==> src/rtl/gold_pkg.sv <==
// Shared types, default code parameters and helper functions for the Gold code blocks.
package gold_pkg;

  typedef enum logic [1:0] {
    IDLE = 2'd0,
    GEN  = 2'd1,
    RUN  = 2'd2
  } state_e;

  localparam int unsigned DEF_N      = 63;
  localparam int unsigned DEF_LENGTH = 6;
  localparam logic [5:0]  DEF_POLY1  = 6'b000011;
  localparam logic [5:0]  DEF_POLY2  = 6'b100111;

  // Helpers operate on fixed maximum widths; callers zero-extend narrower values.
  localparam int unsigned LFSR_MAX_W = 16;
  localparam int unsigned POP_MAX_W  = 64;
  localparam int unsigned POP_W      = 7;

  // Fibonacci step: output bit is s[0], feedback enters at bit len-1.
  function automatic logic [LFSR_MAX_W-1:0] lfsr_next(input logic [LFSR_MAX_W-1:0] s,
                                                      input logic [LFSR_MAX_W-1:0] poly,
                                                      input int unsigned           len);
    logic fb;
    fb = ^(s & poly);
    return (s >> 1) | (LFSR_MAX_W'(fb) << (len - 1));
  endfunction

  function automatic logic [POP_W-1:0] popcount(input logic [POP_MAX_W-1:0] v);
    logic [POP_W-1:0] cnt;
    cnt = '0;
    for (int i = 0; i < int'(POP_MAX_W); i++) cnt = cnt + POP_W'(v[i]);
    return cnt;
  endfunction

endpackage

==> src/rtl/axistream_if.sv <==
// Minimal AXI-stream bundle used for seed loading.
interface axistream_if #(
  parameter int unsigned DATA_W = 6,
  parameter int unsigned USER_W = 6
);
  logic              tvalid;
  logic              tready;
  logic [DATA_W-1:0] tdata;
  logic [USER_W-1:0] tuser;

  modport slave  (input tvalid, input tdata, input tuser, output tready);
  modport master (output tvalid, output tdata, output tuser, input tready);
endinterface

==> src/rtl/gold_lfsr.sv <==
// Seedable Fibonacci LFSR; a zero seed is forced to 1 so the register never locks up.
module gold_lfsr
  import gold_pkg::*;
#(
  parameter int unsigned       LENGTH = DEF_LENGTH,
  parameter logic [LENGTH-1:0] POLY   = LENGTH'(DEF_POLY1)
) (
  input  logic              clk_i,
  input  logic              rst_i,
  input  logic              load_i,
  input  logic [LENGTH-1:0] seed_i,
  input  logic              step_i,
  output logic [LENGTH-1:0] state_o,
  output logic              out_o
);

  logic [LENGTH-1:0] state_q, state_d;

  always_comb begin
    state_d = state_q;
    if (load_i) begin
      state_d = (seed_i == '0) ? LENGTH'(1) : seed_i;
    end else if (step_i) begin
      state_d = LENGTH'(lfsr_next(LFSR_MAX_W'(state_q), LFSR_MAX_W'(POLY), LENGTH));
    end
  end

  always_ff @(posedge clk_i) begin
    if (rst_i) state_q <= LENGTH'(1);
    else       state_q <= state_d;
  end

  assign state_o = state_q;
  assign out_o   = state_q[0];

endmodule

==> src/rtl/gold_code_correlator.sv <==
// Sliding-window correlator of a received chip stream against a locally generated Gold code.
module gold_code_correlator
  import gold_pkg::*;
#(
  parameter int unsigned       N      = DEF_N,
  parameter int unsigned       LENGTH = $clog2(N),
  parameter logic [LENGTH-1:0] POLY1  = LENGTH'(DEF_POLY1),
  parameter logic [LENGTH-1:0] POLY2  = LENGTH'(DEF_POLY2),
  parameter int unsigned       THRESH = 48,
  parameter int unsigned       CW     = LENGTH + 2
) (
  input  logic                 clkin,
  input  logic                 rst,
  axistream_if.slave           s_axis,
  input  logic                 chip_i,
  input  logic                 chip_valid_i,
  output logic signed [CW-1:0] corr_o,
  output logic                 corr_valid_o,
  output logic                 detect_o,
  output logic                 polarity_o,
  output logic                 busy_o
);

  localparam int unsigned FW = $clog2(N + 1);
  localparam logic signed [CW-1:0] THR_P = CW'(THRESH);
  localparam logic signed [CW-1:0] THR_N = -THR_P;

  state_e                state_q, state_d;
  logic [N-1:0]          ref_q, ref_d;
  logic [N-1:0]          win_q, win_d;
  logic [FW-1:0]         fill_q, fill_d, fill_inc_c;
  logic [FW-1:0]         gcnt_q, gcnt_d;
  logic                  pend_q, pend_d;
  logic signed [CW-1:0]  corr_q, corr_d;
  logic                  cv_q, cv_d, det_q, det_d, pol_q, pol_d;
  logic                  busy_q, busy_d, tready_q, tready_d;

  logic                  load_c, step_c, gold_c, hs_c;
  logic                  out1_c, out2_c;
  logic [LENGTH-1:0]     unused_lfsr1_state, unused_lfsr2_state;
  logic [POP_W-1:0]      pop_c;
  logic signed [CW-1:0]  corr_c;

  gold_lfsr #(.LENGTH(LENGTH), .POLY(POLY1)) u_lfsr1 (
    .clk_i  (clkin),
    .rst_i  (rst),
    .load_i (load_c),
    .seed_i (s_axis.tuser[LENGTH-1:0]),
    .step_i (step_c),
    .state_o(unused_lfsr1_state),
    .out_o  (out1_c)
  );

  gold_lfsr #(.LENGTH(LENGTH), .POLY(POLY2)) u_lfsr2 (
    .clk_i  (clkin),
    .rst_i  (rst),
    .load_i (load_c),
    .seed_i (s_axis.tdata[LENGTH-1:0]),
    .step_i (step_c),
    .state_o(unused_lfsr2_state),
    .out_o  (out2_c)
  );

  assign gold_c     = out1_c ^ out2_c;
  assign hs_c       = s_axis.tvalid & tready_q;
  assign fill_inc_c = (fill_q == FW'(N)) ? fill_q : fill_q + 1'b1;
  // Correlation of the registered window: N - 2*disagreements.
  assign pop_c      = popcount(POP_MAX_W'(win_q ^ ref_q));
  assign corr_c     = CW'(N) - CW'({pop_c, 1'b0});

  always_comb begin
    state_d = state_q;
    ref_d   = ref_q;
    win_d   = win_q;
    fill_d  = fill_q;
    gcnt_d  = gcnt_q;
    pend_d  = 1'b0;
    corr_d  = corr_q;
    cv_d    = 1'b0;
    det_d   = 1'b0;
    pol_d   = pol_q;
    load_c  = 1'b0;
    step_c  = 1'b0;

    // Publish the evaluation for the window updated on the previous edge.
    if (pend_q) begin
      corr_d = corr_c;
      cv_d   = 1'b1;
      if (corr_c >= THR_P) begin
        det_d = 1'b1;
        pol_d = 1'b0;
      end else if (corr_c <= THR_N) begin
        det_d = 1'b1;
        pol_d = 1'b1;
      end
    end

    unique case (state_q)
      IDLE: begin
        if (hs_c) begin
          load_c  = 1'b1;
          fill_d  = '0;
          gcnt_d  = '0;
          state_d = GEN;
        end
      end
      GEN: begin
        step_c = 1'b1;
        ref_d  = {ref_q[N-2:0], gold_c};
        gcnt_d = gcnt_q + 1'b1;
        if (gcnt_q == FW'(N - 1)) state_d = RUN;
      end
      RUN: begin
        if (hs_c) begin
          load_c  = 1'b1;
          win_d   = '0;
          fill_d  = '0;
          gcnt_d  = '0;
          state_d = GEN;
        end else if (chip_valid_i) begin
          win_d  = {win_q[N-2:0], chip_i};
          fill_d = fill_inc_c;
          pend_d = (fill_inc_c == FW'(N));
        end
      end
      default: state_d = IDLE;
    endcase

    busy_d   = (state_d == GEN);
    tready_d = (state_d != GEN);
  end

  always_ff @(posedge clkin) begin
    if (rst) begin
      state_q  <= IDLE;
      ref_q    <= '0;
      win_q    <= '0;
      fill_q   <= '0;
      gcnt_q   <= '0;
      pend_q   <= 1'b0;
      corr_q   <= '0;
      cv_q     <= 1'b0;
      det_q    <= 1'b0;
      pol_q    <= 1'b0;
      busy_q   <= 1'b0;
      tready_q <= 1'b1;
    end else begin
      state_q  <= state_d;
      ref_q    <= ref_d;
      win_q    <= win_d;
      fill_q   <= fill_d;
      gcnt_q   <= gcnt_d;
      pend_q   <= pend_d;
      corr_q   <= corr_d;
      cv_q     <= cv_d;
      det_q    <= det_d;
      pol_q    <= pol_d;
      busy_q   <= busy_d;
      tready_q <= tready_d;
    end
  end

  assign corr_o        = corr_q;
  assign corr_valid_o  = cv_q;
  assign detect_o      = det_q;
  assign polarity_o    = pol_q;
  assign busy_o        = busy_q;
  assign s_axis.tready = tready_q;

endmodule

==> src/flat_wrapper.sv <==
// flat-port wrapper written by rule: the top's interface ports become plain ports
module gold_code_correlator_flat import gold_pkg::*;
#(
  parameter int unsigned       N      = DEF_N,
  parameter int unsigned       LENGTH = $clog2(N),
  parameter logic [LENGTH-1:0] POLY1  = LENGTH'(DEF_POLY1),
  parameter logic [LENGTH-1:0] POLY2  = LENGTH'(DEF_POLY2),
  parameter int unsigned       THRESH = 48,
  parameter int unsigned       CW     = LENGTH + 2
)
  (clkin, rst, chip_i, chip_valid_i, corr_o, corr_valid_o, detect_o, polarity_o, busy_o, s_axis_tvalid, s_axis_tdata, s_axis_tuser, s_axis_tready);
  axistream_if s_axis_i ();
  input  logic clkin;
  input  logic rst;
  input  logic chip_i;
  input  logic chip_valid_i;
  output logic signed [CW-1:0] corr_o;
  output logic corr_valid_o;
  output logic detect_o;
  output logic polarity_o;
  output logic busy_o;
  input wire logic [$bits(s_axis_i.tvalid)-1:0] s_axis_tvalid;
  input wire logic [$bits(s_axis_i.tdata)-1:0] s_axis_tdata;
  input wire logic [$bits(s_axis_i.tuser)-1:0] s_axis_tuser;
  output wire logic [$bits(s_axis_i.tready)-1:0] s_axis_tready;
  assign s_axis_i.tvalid = s_axis_tvalid;
  assign s_axis_i.tdata = s_axis_tdata;
  assign s_axis_i.tuser = s_axis_tuser;
  assign s_axis_tready = s_axis_i.tready;
  gold_code_correlator #(.N(N), .LENGTH(LENGTH), .POLY1(POLY1), .POLY2(POLY2), .THRESH(THRESH), .CW(CW)) u_core (.clkin(clkin), .rst(rst), .s_axis(s_axis_i), .chip_i(chip_i), .chip_valid_i(chip_valid_i), .corr_o(corr_o), .corr_valid_o(corr_valid_o), .detect_o(detect_o), .polarity_o(polarity_o), .busy_o(busy_o));
endmodule
==> config.mk <==
export PLATFORM = sky130hd
export DESIGN_NAME = gold_code_correlator_flat
export DESIGN_NICKNAME = d
export VERILOG_FILES = /design/src/rtl/gold_pkg.sv /design/src/rtl/axistream_if.sv /design/src/rtl/gold_lfsr.sv /design/src/rtl/gold_code_correlator.sv /design/src/flat_wrapper.sv
export SDC_FILE = /design/constraint.sdc
export NUM_CORES = 1
export LEC_CHECK = 0
export ABC_AREA = 1
export CAP_MARGIN = 20
export CELL_PAD_IN_SITES_DETAIL_PLACEMENT = 0
export CELL_PAD_IN_SITES_GLOBAL_PLACEMENT = 1
export CORE_ASPECT_RATIO = 1.75
export CORE_MARGIN = 10
export CORE_UTILIZATION = 50
export CTS_CLUSTER_DIAMETER = 80
export CTS_CLUSTER_SIZE = 24
export DETAILED_ROUTE_END_ITERATION = 16
export GPL_ROUTABILITY_DRIVEN = 1
export PLACE_DENSITY_LB_ADDON = 0.25
export SYNTH_ARGS = -nofsm -noshare
export SYNTH_HDL_FRONTEND = slang
export SYNTH_SLANG_ARGS = --single-unit
==> constraint.sdc <==
create_clock -name clkin -period 16.9 [get_ports clkin]
set_clock_uncertainty 0.2 [all_clocks]
set_input_delay 2.535 -clock clkin [delete_from_list [all_inputs] [get_ports clkin]]
set_output_delay 2.535 -clock clkin [all_outputs]
set_load 0.02 [all_outputs]
==> run_results.csv, run 1 <==
group,metric,value,unit
outcome,run_status,"finished, final reports clean",
timing,final.min_clock_period,6.85,ns
worst_setup_path,rr_worst_depth,27,
route,drt-total-wl,18400,um
synthesis,yosysMostFrequentCell,"nand2_1",
route,top_layer,"met4",
clocking,cts_buffers,17,
placed_design,number_of_buffers_added_on_ports,29,
timing,setup-violations-final,0,
synthesis,synth_cells,1017,
timing,finalHoldViolations,0,
grt,grt_remaining_overflow,0,
layout,layout-drive-gt1-share,5.61,%
clocking,cts_setup_buffers,0,
timing,timing.slew.headroom,48.0,%
clocking,max-clock-path-buffers,2,
timing,rsz_0062_raised_after_global_routing,"false",
pwr,ir_drop,0.000225,V
layout,insertedDiodeCount,0,
worst_setup_path,peak_fanout_along_the_critical_path,5,
worst_setup_path,critical_path_endpoint_category,"flop",
timing,final.period_utilization,40.5,%
grt,number_of_global_route_vias_before_repair,6531,
worst_setup_path,worst-setup-path-type,"flop to flop",
clocking,post_cts_repair_resize_count,0,
layout,num-nets-final,1114,
clocking,cts_htree_levels,4,
placed_design,post-dp-hpwl,12200,um
synthesis,dominantRegCellSynth,"dfxtp_1",
synthesis,synth.top_cells.by_area,"dfxtp_1 40%, fa_1 13%, nand2_1 9.1%, nor2_1 6.5%, a21oi_1 4.9%",
route,routed-via-count,6326,
pwr,totalPowerFinal,0.00194,W
clocking,clock-sinks,166,
job,drv.max_cap_violation_count,0,
floorplanning,die_w,118,um
synthesis,mean_syn_cell_area,8.19,um^2
synthesis,synthTopCellsByCount,"202 x nand2_1, 166 x dfxtp_1, 145 x nor2_1, 86 x inv_1, 81 x a21oi_1",
grt,grtUsageTotal,17.1,%
timing,timing_max_transition_violations_final,0,
floorplanning,pin_count,30,
grt,wire_length_of_the_first_global_routing_pass,31500,um
worst_setup_path,start_kind,"flop",
timing,setup_tns,0,ns
route,firstDrtPassIters,4,
route,routedWlPerCell,14.6,um
route,met2RoutedLength,10300,um
layout,postLayoutCoreUtil,57.0,%
clocking,clkTransAtPathRegs,0.07,ns
layout,final-instance-count-excl-fill,1258,
floorplanning,core_area,16400,um^2
layout,area_of_all_placed_cells_without_fillers,9330,um^2
synthesis,yosysTopAreaCellShare,39.9,%
min_path,timing.hold.worst_path_depth,2,
route,drt-initial-drc-count,397,
synthesis,synth_edf_count,0,
route,drc_errors,0,
worst_setup_path,required,17.08,ns
layout,areaGrowthSynthToFinish,11.9,%
worst_setup_path,worstPathArrival,7.03,ns
synthesis,synth_area_leader_cell,"dfxtp_1",
timing,worst_pin_slew,0.780,ns
clocking,cts_tree,"built",
synthesis,sequential_area_share_after_synthesis,39.9,%
grt,number_of_antenna_violations_at_the_first_check_in_global_routing,0,
placed_design,placement.cell_area,8740,um^2
floorplanning,design.die.area,22400,um^2
floorplanning,initial_core_util,50.9,%
floorplanning,floorplan.rows,62,
synthesis,synthesis.nets,1109,
clocking,root_buffer,"clkbuf_16",
route,wl_met1,7640,um
pwr,power_density_normalized_to_cell_area,208,nW/um^2
min_path,worst_hold_path_type,"flop to flop",
synthesis,ys.warnings.count,0,
route,met3RoutedLength,237,um
grt,grt_start_max_net_pins,79,
placed_design,dpl.cell_count,1227,
clocking,worst_skew_pair.late_latency,0.44,ns
placed_design,gpl.final_weighted_congestion,0.810,
synthesis,synth_async_sr_flop_share,0,%
floorplanning,die_height,191,um
synthesis,syn_area,8330,um^2
clocking,ctsHoldBuffers,0,
timing,fmax,0.146,GHz
route,ant_nets,0,
pwr,static-leakage-power,4.05,nW
synthesis,synth_cell_types,38,
synthesis,postSynthRegisterBits,166,
route,detail_route.vias_per_cell,5.03,
## cell families (layout without fill, tap and decap cells)
| logic type | Yosys count | count (layout) | synth area share (%) |
|---|---|---|---|
| compound gates | 180 | 180 | 11.5 |
| xor+xnor | 69 | 69 | 7.25 |
| fa+ha+maj | 75 | 75 | 16.0 |
| simple gates | 387 | 387 | 18.6 |
| buf+inv | 139 | 156 | 6.58 |
| flops | 166 | 166 | 39.9 |
| mux | 1 | 1 | 0.120 |
## metrics by stage
step / hold slack, ns / worst slack, ns
CTS: 0.269 / 10.04
finish: 0.270 / 10.05
detailed placement: 0.256 / 10.04
floorplan: 0.245 / 10.37
global placement: 0.261 / 10.14
global route: 0.302 / 9.61
## final timing paths
kind / from / end / slack, ns
worst max register to register: u_core.ref_q[31] / u_core.polarity_o / 10.05
worst max-delay path: u_core.ref_q[31] / u_core.polarity_o / 10.05
worst min-delay path: u_core.polarity_o / u_core.polarity_o / 0.27
worst min register to register: u_core.polarity_o / u_core.polarity_o / 0.27
## flip-flops by register name, summed over array words and instances, names as in the netlist
signal / cells
u_core.fill_q: 6
u_core.u_lfsr1.state_o: 6
u_core.busy_o: 1
u_core.corr_o: 8
u_core.gcnt_q: 6
u_core.u_lfsr2.state_o: 6
u_core.s_axis.tready: 1
u_core.polarity_o: 1
u_core.ref_q: 63
u_core.state_q: 2
u_core.pend_q: 1
u_core.detect_o: 1
u_core.win_q: 63
u_core.corr_valid_o: 1
## final cells by class
class	count	area [um^2]
fillers	1550	7040
well taps	224	280
flip-flops and latches	166	3320
inverters	90	338
clock buffers	17	425
multi-input cells	712	4470
clock inverters	14	164
repair buffers	35	330
## power breakdown
group	total, W	switching (W)	internal, W
clock	0.000396	0.000174	0.000222
sequential	0.000427	0.0000168	0.000410
combinational	0.00112	0.000687	0.000429
## placed cells by master (no fill, tap or decap), types with 17 or more instances in the layout
cell type	instances
nand3_1	19
dfxtp_1	166
a21oi_1	81
ha_1	22
nand2_1	202
o21ai_0	72
clkdlybuf4s50_1	28
clkbuf_16	17
fa_1	53
xnor2_1	33
inv_1	85
nor2_1	145
xor2_1	36
## layer usage
metal	vias to the layer above	global-route usage, %
met5	-	0
met4	0	5.64
met3	13	2.37
met2	38	33.5
met1	3054	18.1
li1	3221	-
## worst max-delay path: stages (launching register included)
cell	delay, ns
dfxtp_1	0.34
xnor2_1	0.17
fa_1	0.55
inv_1	0.05
fa_1	0.49
inv_1	0.05
fa_1	0.49
fa_1	0.53
inv_1	0.06
fa_1	0.46
fa_1	0.54
inv_1	0.05
fa_1	0.50
fa_1	0.48
inv_1	0.07
ha_1	0.19
inv_1	0.07
fa_1	0.35
inv_1	0.09
nand3_1	0.10
nand2_1	0.12
a21boi_2	0.10
ha_1	0.22
nand3_1	0.13
nand3_2	0.09
nand3_1	0.09
nand3_2	0.09
a21oi_2	0.13
Note: power is estimated with default switching activity, not from simulation.
==> run 2, diff against run 1 <==
CORE_UTILIZATION = 47   (was 50)
clock period = 6.8 ns   (was 16.9 ns; I/O delays follow)
==> run 2 against run 1 <==
Count of clock-buffer cells in the layout grew 2. Combinational power grew to 3.1 times the previous value. Hold slack lost 0.014 ns. Power grew to 2.9 times the previous value. Via count grew 1.7%. Critical path type unchanged.
==> run_results.csv, run 2 (same netlist as run 1, synthesis figures left out) <==
group,metric,value,unit
worst_setup_path,required,6.97,ns
layout,num-nets-final,1124,
clocking,ctsHoldBuffers,0,
floorplanning,pin_count,30,
route,detail_route.vias_per_cell,5.04,
clocking,worst_skew_pair.late_latency,0.44,ns
clocking,max-clock-path-buffers,2,
floorplanning,initial_core_util,47.7,%
outcome,run_status,"finished, final reports clean",
route,drc_errors,0,
route,routedWlPerCell,14.9,um
timing,rsz_0062_raised_after_global_routing,"true",
worst_setup_path,crit-reg2reg-capture,"u_core.polarity_o",
timing,timing_max_transition_violations_final,0,
min_path,worst_hold_path.endpoint,"u_core.polarity_o",
worst_setup_path,start_kind,"flop",
layout,areaGrowthSynthToFinish,15.5,%
pwr,pwr-share-comb,63.3,%
pwr,sw_frac_of_total,44.5,%
grt,number_of_global_route_vias_before_repair,6676,
job,drv.max_cap_violation_count,0,
min_path,hold_path_startpoint,"u_core.polarity_o",
pwr,static-leakage-power,4.12,nW
worst_setup_path,critical-path-max-stage-delay,0.57,ns
placed_design,post-dp-hpwl,12500,um
pwr,power_switching,0.00247,W
route,drt-total-wl,19100,um
placed_design,gpl.final_weighted_congestion,0.836,
worst_setup_path,critical_path.startpoint,"u_core.win_q[45]",
pwr,power.internal,0.00308,W
clocking,clkTransAtPathRegs,0.06,ns
grt,number_of_antenna_violations_at_the_first_check_in_global_routing,0,
layout,layout-drive-gt1-share,11.2,%
layout,insertedDiodeCount,0,
pwr,sequentialPowerShare,19.2,%
clocking,cts_tree,"built",
timing,timing.slew.headroom,44.1,%
timing,fmax,0.150,GHz
worst_setup_path,critical_path_endpoint_category,"flop",
route,firstDrtPassIters,5,
pwr,power_frac_clock,17.5,%
floorplanning,floorplan.rows,64,
floorplanning,core_area,17500,um^2
placed_design,number_of_buffers_added_on_ports,29,
timing,setup_tns,0,ns
clocking,cts_htree_levels,4,
timing,final.min_clock_period,6.68,ns
worst_setup_path,peak_fanout_along_the_critical_path,4,
worst_setup_path,worst-setup-path-type,"flop to flop",
floorplanning,design.die.area,23700,um^2
timing,finalHoldViolations,0,
clocking,root_buffer,"clkbuf_16",
pwr,power_density_normalized_to_cell_area,576,nW/um^2
pwr,ir_drop,0.000709,V
worst_setup_path,rr_worst_depth,26,
floorplanning,die_height,196,um
min_path,worst_hold_path_type,"flop to flop",
grt,grtUsageTotal,17.0,%
floorplanning,die_w,121,um
timing,setup-violations-final,0,
timing,final.period_utilization,98.3,%
timing,worst_pin_slew,0.838,ns
grt,grt_remaining_overflow,0,
layout,layout_common_cells,"199 x nand2_1, 152 x dfxtp_1, 144 x nor2_1, 81 x a21oi_1, 78 x inv_1",
route,ant_nets,0,
worst_setup_path,worstPathArrival,6.86,ns
worst_setup_path,critical_path.reg2reg.startpoint,"u_core.win_q[45]",
route,drt-initial-drc-count,343,
layout,most_common_cell_after_layout_fill_and_taps_aside,"nand2_1",
clocking,clock-sinks,166,
route,routed-via-count,6433,
layout,postLayoutCoreUtil,55.1,%
min_path,timing.hold.worst_path_depth,2,
worst_setup_path,timing.critical_path.slowest_stage_cell,"fa_1",
grt,grt_start_max_net_pins,79,
clocking,cts_buffers,17,
grt,wire_length_of_the_first_global_routing_pass,32500,um
worst_setup_path,timing.reg2reg.setup_slack,0.12,ns
-- run 2: layer usage --
layer | vias to the layer above | part of all wire (%) | track usage (%)
met3 | 27 | 2.0 | 3.19
met4 | 0 | 2.5 | 6.64
li1 | 3232 | - | -
met1 | 3115 | 40 | 18.2
met5 | - | 0 | 0
met2 | 59 | 55 | 31.7
-- run 2: power by group through the flow --
stage | logic (W) | registers, W | clock network (W)
after floorplan | 0.00222 | 0.00107 | 0
after global placement | 0.00291 | 0.00108 | 0
after detailed placement | 0.00296 | 0.00108 | 0
after CTS | 0.00301 | 0.00106 | 0.000997
after global routing | 0.00412 | 0.00107 | 0.00103
final | 0.00351 | 0.00106 | 0.000972
-- run 2: through the flow --
stage | cell area (um^2) | total power [W] | hold WS, ns | worst slack [ns] | cells
5_1_grt | 9630 | 0.00622 | 0.268 | -0.169 | 1276
2_1_floorplan | 8330 | 0.00329 | 0.245 | 0.275 | 1017
4_1_cts | 9430 | 0.00507 | 0.265 | 0.00170 | 1274
6_report | 9630 | 0.00555 | 0.255 | 0.118 | 1276
3_3_place_gp | 8790 | 0.00399 | 0.257 | 0.0871 | 1240
3_5_place_dp | 8790 | 0.00404 | 0.254 | -0.0359 | 1240
-- run 2: critical path: cells and delay by family, from the launching register on --
kind,cells,cell delay [ns]
compound gates,2,0.24
xor+xnor,1,0.14
fa+ha+maj,11,4.94
buf+inv,8,0.41
flops,1,0.36
simple gates,4,0.34
-- run 2: final cells by class --
type                    instances  area (um^2)
fillers                      1710         7830
multi-input cells             712         4660
repair buffers                 45          405
flip-flops and latches        166         3350
well taps                     231          289
clock buffers                  19          443
inverters                      90          338
clock inverters                13          149
-- run 2: worst max-delay path by stage --
| stage | end | slack [ns] | cells after the start |
|---|---|---|---|
| 2_1_floorplan | u_core.detect_o | 0.27 | 26 |
| 3_3_place_gp | u_core.detect_o | 0.09 | 26 |
| 3_5_place_dp | u_core.detect_o | -0.04 | 25 |
| 4_1_cts | u_core.polarity_o | 0.002 | 27 |
| 5_1_grt | u_core.detect_o | -0.17 | 28 |
| 6_report | u_core.polarity_o | 0.12 | 26 |
-- run 2: timing repair --
| item | CTS | global route |
|---|---|---|
| endpoints found under the hold margin | 0 | 0 |
| endpoints found under the setup margin | 2 | 3 |
| pin swaps | 8 | 32 |
| buffers inserted | 2 | 2 |
| resized for setup | 6 | 49 |
